===== src/rtl/mem_arbiter_pkg.sv =====
// Shared bus types for the ibus/dbus front ends and the single cbus memory port,
// plus the arbiter's FSM state and hold-register layout.
package mem_arbiter_pkg;

    typedef logic [63:0] addr_t;
    typedef logic [63:0] word_t;
    typedef logic [7:0]  strobe_t;

    typedef enum logic [2:0] {
        MSIZE1 = 3'd0,
        MSIZE2 = 3'd1,
        MSIZE4 = 3'd2,
        MSIZE8 = 3'd3
    } msize_t;

    typedef enum logic [7:0] {
        MLEN1  = 8'd0,
        MLEN2  = 8'd1,
        MLEN4  = 8'd3,
        MLEN8  = 8'd7,
        MLEN16 = 8'd15
    } mlen_t;

    typedef enum logic [1:0] {
        AXI_BURST_FIXED = 2'd0,
        AXI_BURST_INCR  = 2'd1,
        AXI_BURST_WRAP  = 2'd2
    } axi_burst_type_t;

    typedef struct packed {
        logic  valid;
        addr_t addr;
    } ibus_req_t;

    typedef struct packed {
        logic  addr_ok;
        logic  data_ok;
        word_t data;
    } ibus_resp_t;

    typedef struct packed {
        logic    valid;
        addr_t   addr;
        msize_t  size;
        strobe_t strobe;
        word_t   data;
    } dbus_req_t;

    typedef struct packed {
        logic  addr_ok;
        logic  data_ok;
        word_t data;
    } dbus_resp_t;

    typedef struct packed {
        logic            valid;
        logic            is_write;
        msize_t          size;
        addr_t           addr;
        strobe_t         strobe;
        word_t           data;
        mlen_t           len;
        axi_burst_type_t burst;
    } cbus_req_t;

    typedef struct packed {
        logic  ready;
        logic  last;
        word_t data;
    } cbus_resp_t;

    typedef enum logic [1:0] {
        IDLE    = 2'd0,
        GRANT_I = 2'd1,
        GRANT_D = 2'd2
    } arb_state_t;

    typedef struct packed {
        logic    is_write;
        msize_t  size;
        addr_t   addr;
        strobe_t strobe;
        word_t   data;
    } hold_t;

endpackage


===== src/rtl/mem_arbiter_pick.sv =====
// Winner selection between ibus and dbus; purely combinational.
module mem_arbiter_pick #(
    parameter bit RR_EN = 1'b0
) (
    input  logic ivalid_i,
    input  logic dvalid_i,
    input  logic starve_hit_i,
    input  logic last_d_i,
    output logic pick_d_o
);

    always_comb begin
        pick_d_o = 1'b0;
        if (dvalid_i && !ivalid_i) begin
            pick_d_o = 1'b1;
        end else if (dvalid_i && ivalid_i) begin
            // Tie: alternate owners, or favour dbus until ibus has waited too long.
            pick_d_o = RR_EN ? !last_d_i : !starve_hit_i;
        end
    end

endmodule


===== src/rtl/mem_arbiter.sv =====
// Two-master arbiter folding ibus and dbus onto one cbus; oreq is driven only
// from a hold register captured at grant time, so requesters may change freely.
module mem_arbiter
    import mem_arbiter_pkg::*;
#(
    parameter int STARVE_LIMIT = 4,
    parameter bit RR_EN        = 1'b0
) (
    input  logic       clk,
    input  logic       reset,
    input  ibus_req_t  ireq,
    output ibus_resp_t iresp,
    input  dbus_req_t  dreq,
    output dbus_resp_t dresp,
    output cbus_req_t  oreq,
    input  cbus_resp_t oresp
);

    localparam logic [3:0] LIMIT = 4'(STARVE_LIMIT);

    arb_state_t state_q, state_d;
    hold_t      hold_q, hold_d;
    logic [3:0] starve_q, starve_d;
    logic       last_d_q, last_d_d;
    logic       pick_d;

    mem_arbiter_pick #(
        .RR_EN(RR_EN)
    ) u_pick (
        .ivalid_i    (ireq.valid),
        .dvalid_i    (dreq.valid),
        .starve_hit_i(starve_q == LIMIT),
        .last_d_i    (last_d_q),
        .pick_d_o    (pick_d)
    );

    always_ff @(posedge clk or posedge reset) begin
        if (reset) begin
            state_q  <= IDLE;
            hold_q   <= '0;
            starve_q <= '0;
            last_d_q <= 1'b0;
        end else begin
            state_q  <= state_d;
            hold_q   <= hold_d;
            starve_q <= starve_d;
            last_d_q <= last_d_d;
        end
    end

    always_comb begin
        state_d  = state_q;
        hold_d   = hold_q;
        starve_d = starve_q;
        last_d_d = last_d_q;
        case (state_q)
            IDLE: begin
                if (!ireq.valid) begin
                    starve_d = '0;
                end
                if (ireq.valid || dreq.valid) begin
                    last_d_d = pick_d;
                    if (pick_d) begin
                        state_d         = GRANT_D;
                        hold_d.is_write = |dreq.strobe;
                        hold_d.size     = dreq.size;
                        hold_d.addr     = dreq.addr;
                        hold_d.strobe   = dreq.strobe;
                        hold_d.data     = dreq.data;
                        // Only a grant that leaves ibus waiting counts towards starvation.
                        if (ireq.valid && (starve_q != LIMIT)) begin
                            starve_d = starve_q + 4'd1;
                        end
                    end else begin
                        state_d         = GRANT_I;
                        hold_d.is_write = 1'b0;
                        hold_d.size     = MSIZE4;
                        hold_d.addr     = ireq.addr;
                        hold_d.strobe   = '0;
                        hold_d.data     = '0;
                        starve_d        = '0;
                    end
                end
            end
            GRANT_I, GRANT_D: begin
                if (oresp.ready && oresp.last) begin
                    state_d = IDLE;
                end
            end
            default: state_d = IDLE;
        endcase
    end

    always_comb begin
        oreq  = '0;
        iresp = '0;
        dresp = '0;
        if (state_q != IDLE) begin
            oreq.valid    = 1'b1;
            oreq.is_write = hold_q.is_write;
            oreq.size     = hold_q.size;
            oreq.addr     = hold_q.addr;
            oreq.strobe   = hold_q.strobe;
            oreq.data     = hold_q.data;
            oreq.len      = MLEN1;
            oreq.burst    = AXI_BURST_FIXED;
        end
        if (state_q == GRANT_I) begin
            iresp.addr_ok = oresp.ready;
            iresp.data_ok = oresp.ready;
            iresp.data    = oresp.data;
        end
        if (state_q == GRANT_D) begin
            dresp.addr_ok = oresp.ready;
            dresp.data_ok = oresp.ready;
            dresp.data    = oresp.data;
        end
    end

endmodule


===== config.mk =====
export PLATFORM = sky130hd
export DESIGN_NAME = mem_arbiter
export DESIGN_NICKNAME = d
export VERILOG_FILES = /design/src/rtl/mem_arbiter_pkg.sv /design/src/rtl/mem_arbiter_pick.sv /design/src/rtl/mem_arbiter.sv
export SDC_FILE = /design/constraint.sdc
export NUM_CORES = 1
export LEC_CHECK = 0
export ABC_CLOCK_PERIOD_IN_PS = 4180
export BUFFER_PORTS_ARGS = -buffer_cell sky130_fd_sc_hd__buf_2
export CORE_AREA = 2 2 216 218
export CTS_CLUSTER_DIAMETER = 200
export DETAILED_ROUTE_END_ITERATION = 10
export DIE_AREA = 0 0 218 220
export PLACE_DENSITY = 0.54
export SYNTH_ARGS = -nofsm -noshare
export SYNTH_HDL_FRONTEND = slang
export SYNTH_SLANG_ARGS = --single-unit
export TNS_END_PERCENT = 100

===== constraint.sdc =====
create_clock -name clk -period 4.18 [get_ports clk]
set_input_delay 0.418 -clock clk [delete_from_list [all_inputs] [get_ports clk]]
set_output_delay 0.418 -clock clk [all_outputs]
set_load 0.02 [all_outputs]

==> flow_summary.toml <==
[synthesis]
yosysMostFrequentCell = "nand2_1"
synth_ff_type = "dfrtp_1"
ys_seq_area_share_pct = 42.1
synth_seq_cells = 146
synth_common_cells = "nand2_1, dfrtp_1, nor2b_1"
syn_area_per_cell_um2 = 8.27
syn_area_um2 = 8680
synth.largest_area_cell = "dfrtp_1"
synth_async_sr_flop_share_pct = 100
synth-edff-count = 0
synth.yosys.warnings = 0
synth.top_cell.area_share_pct = 42.1
synth_cells = 1050
synthTopCellsByArea = "dfrtp_1, nand2_1, nor2b_1"
synth.distinct_cells = 34

[clock_network]
cts_hold_buf = 0
cts.clk_slew.worst_paths_ns = 0.06
clock_path_buffers = 2
tritoncts = "yes"
cts-buffers-inserted = 17
post_cts_buffers = 0
worstSkewPairLatency_ns = 0.44
root_buffer = "clkbuf_16"
ctsResizeCount = 0
cts.sinks = 146
htreeDepth = 4

[critical_path]
end_kind = "output pin"
r2r-end = "hold_q[73]$_DFFE_PP0P_"
critPathKind = "register to output pin"
cp-start-kind = "register"
critical_path_arrival_ns = 2.22
reg2reg_slack_ns = 1.85
cp_max_fo = 73
r2r-start = "starve_q[0]$_DFFE_PP0P_"
required_ns = 3.76
ff2ff_path_depth = 6

[timing]
holdWs_ns = 0.200
rsz0062_at_grt = "false"
finalSetupViolCount = 0
max_slew.worst_pin.slew_ns = 0.951
report.final.slew_viol_count = 0
finalCriticalPeriod_ns = 2.64
hold_viol = 0
finalSetupTns_ns = 0
finClkSkew_ns = 0.00923
slew_headroom_pct = 36.6
finalCritPeriodShare_pct = 63.2
fmax_ghz = 0.379

[layout]
fill_cells = 5059
post_route_cells_drive_above_1_share_pct = 41.1
multiInputGateArea_um2 = 4520
seq_area_um2 = 3650
areaGrowthSynthToFinish_pct = 43.4
nets = 1803

[global_routing]
grt_use_total_pct = 15.2
first_global_vias = 8574
grt_pass1_wl_mm = 54.6
antenna_found_initial = 28
gr-total-overflow = 0
grt_max_degree = 147

[place]
gp_congestion = 1.03
dp_hpwl_mm = 28.3
port_buffers = 545

[floorplan]
coreArea_um2 = 45900
start_util_pct = 18.9
boundaryPins = 556
die_h_um = 220
rows = 79
die-area_um2 = 48000
die_w_um = 218

[detailed_routing]
via_per_inst = 4.28
drtPass1Iterations = 5
wire_per_inst_um = 17.7
ant_nets = 0
drtIter0Drc = 634
drc = 0
totalWireLength_mm = 38.1
vias = 9218

[pwr]
p_leak_nw = 6.48
p_per_area_nw_per_um2 = 683
power_mw = 8.51
ir_worst_vdd_uv = 387

[status]
outcome = "finished clean"

[min_path]
hold_class = "primary input to async pin"

[flow_run]
drv_cap = 0
==> cell type report <==
class / count / share of cell area (%)
Sequential cell: 146 / 29.3
Timing Repair Buffer: 557 / 23.0
Tap cell: 607 / 6.10
Multi-Input combinational cell: 795 / 36.3
Clock buffer: 22 / 3.73
Antenna cell: 10 / 0.201
Inverter: 8 / 0.271
Clock inverter: 9 / 1.05
==> flip-flops by register name, summed over array words and instances, names as in the netlist <==
signal    cells
hold_q      140
starve_q      4
state_q       2
==> worst max-delay path by stage <==
stage	slack, ns	to	startpoint
floorplan	1.93	hold_q[0]$_DFFE_PP0P_	reset
global placement	1.91	hold_q[74]$_DFFE_PP0P_	starve_q[0]$_DFFE_PP0P_
detailed placement	1.87	hold_q[75]$_DFFE_PP0P_	starve_q[0]$_DFFE_PP0P_
CTS	1.50	oreq[147]	state_q[0]$_DFFE_PP0P_
global route	1.39	oreq[147]	state_q[0]$_DFFE_PP0P_
finish	1.54	oreq[147]	state_q[0]$_DFFE_PP0P_
==> metal layers <==
metal / vias to the layer above / wire, um / global-route usage (%)
met3: 43 / 4240 / 7.29
li1: 4382 / - / -
met4: 18 / 501 / 4.40
met2: 374 / 16200 / 21.5
met5: - / 114 / 0
met1: 4401 / 17000 / 20.4
==> cells by family after synthesis <==
family / count (synthesis) / synth area share [%]
buffers and inverters: 118 / 6.63
AOI/OAI and AO/OA: 152 / 13.4
other: 1 / 0.0432
muxes: 1 / 0.115
and+or+nand+nor: 627 / 37.0
adders and majority gates: 5 / 0.721
DFF: 146 / 42.1
==> metrics by stage <==
step	area [um2]	worst slack (ns)	utilization [%]	instances
after floorplan	8720	1.93	-	1059
after global placement	11800	1.91	25.8	2113
after detailed placement	11800	1.87	25.8	2113
after CTS	12400	1.50	27.1	2144
after global routing	12400	1.39	27.1	2147
final	12500	1.54	27.1	2154
==> where the power goes <==
| group | total (mW) | switching [mW] | leakage (nW) | internal [mW] |
|---|---|---|---|---|
| sequential | 2.34 | 0.302 | 1.84 | 2.04 |
| clock | 1.61 | 0.640 | 0.290 | 0.967 |
| combinational | 4.56 | 3.00 | 4.35 | 1.56 |
==> cells in the final DEF (no fill, tap or decap), drive strengths merged <==
cell type and count:
a2111o 1, a21boi 1, a21o 3, a21oi 1, a22o 2, and2 131
buf 557, bufinv 3, clkbuf 22, clkinv 4, clkinvlp 2, conb 10
dfrtp 146, diode 10, ha 5, inv 8, mux2i 1, nand2 280
nand3 2, nand4 64, nand4b 1, nor2 5, nor2b 141, nor3b 1
o211ai 64, o21a 1, o21ai 75, o221ai 1, o22ai 1, o31ai 2
or4 2
==> worst max-delay path, stage by stage, from the launching register on <==
cell and delay, ns:
dfrtp_1 0.40, inv_1 0.13, ha_4 0.18, buf_4 0.63
nor2b_1 0.15, buf_2 0.21
Note: power is estimated with default switching activity, not from simulation.
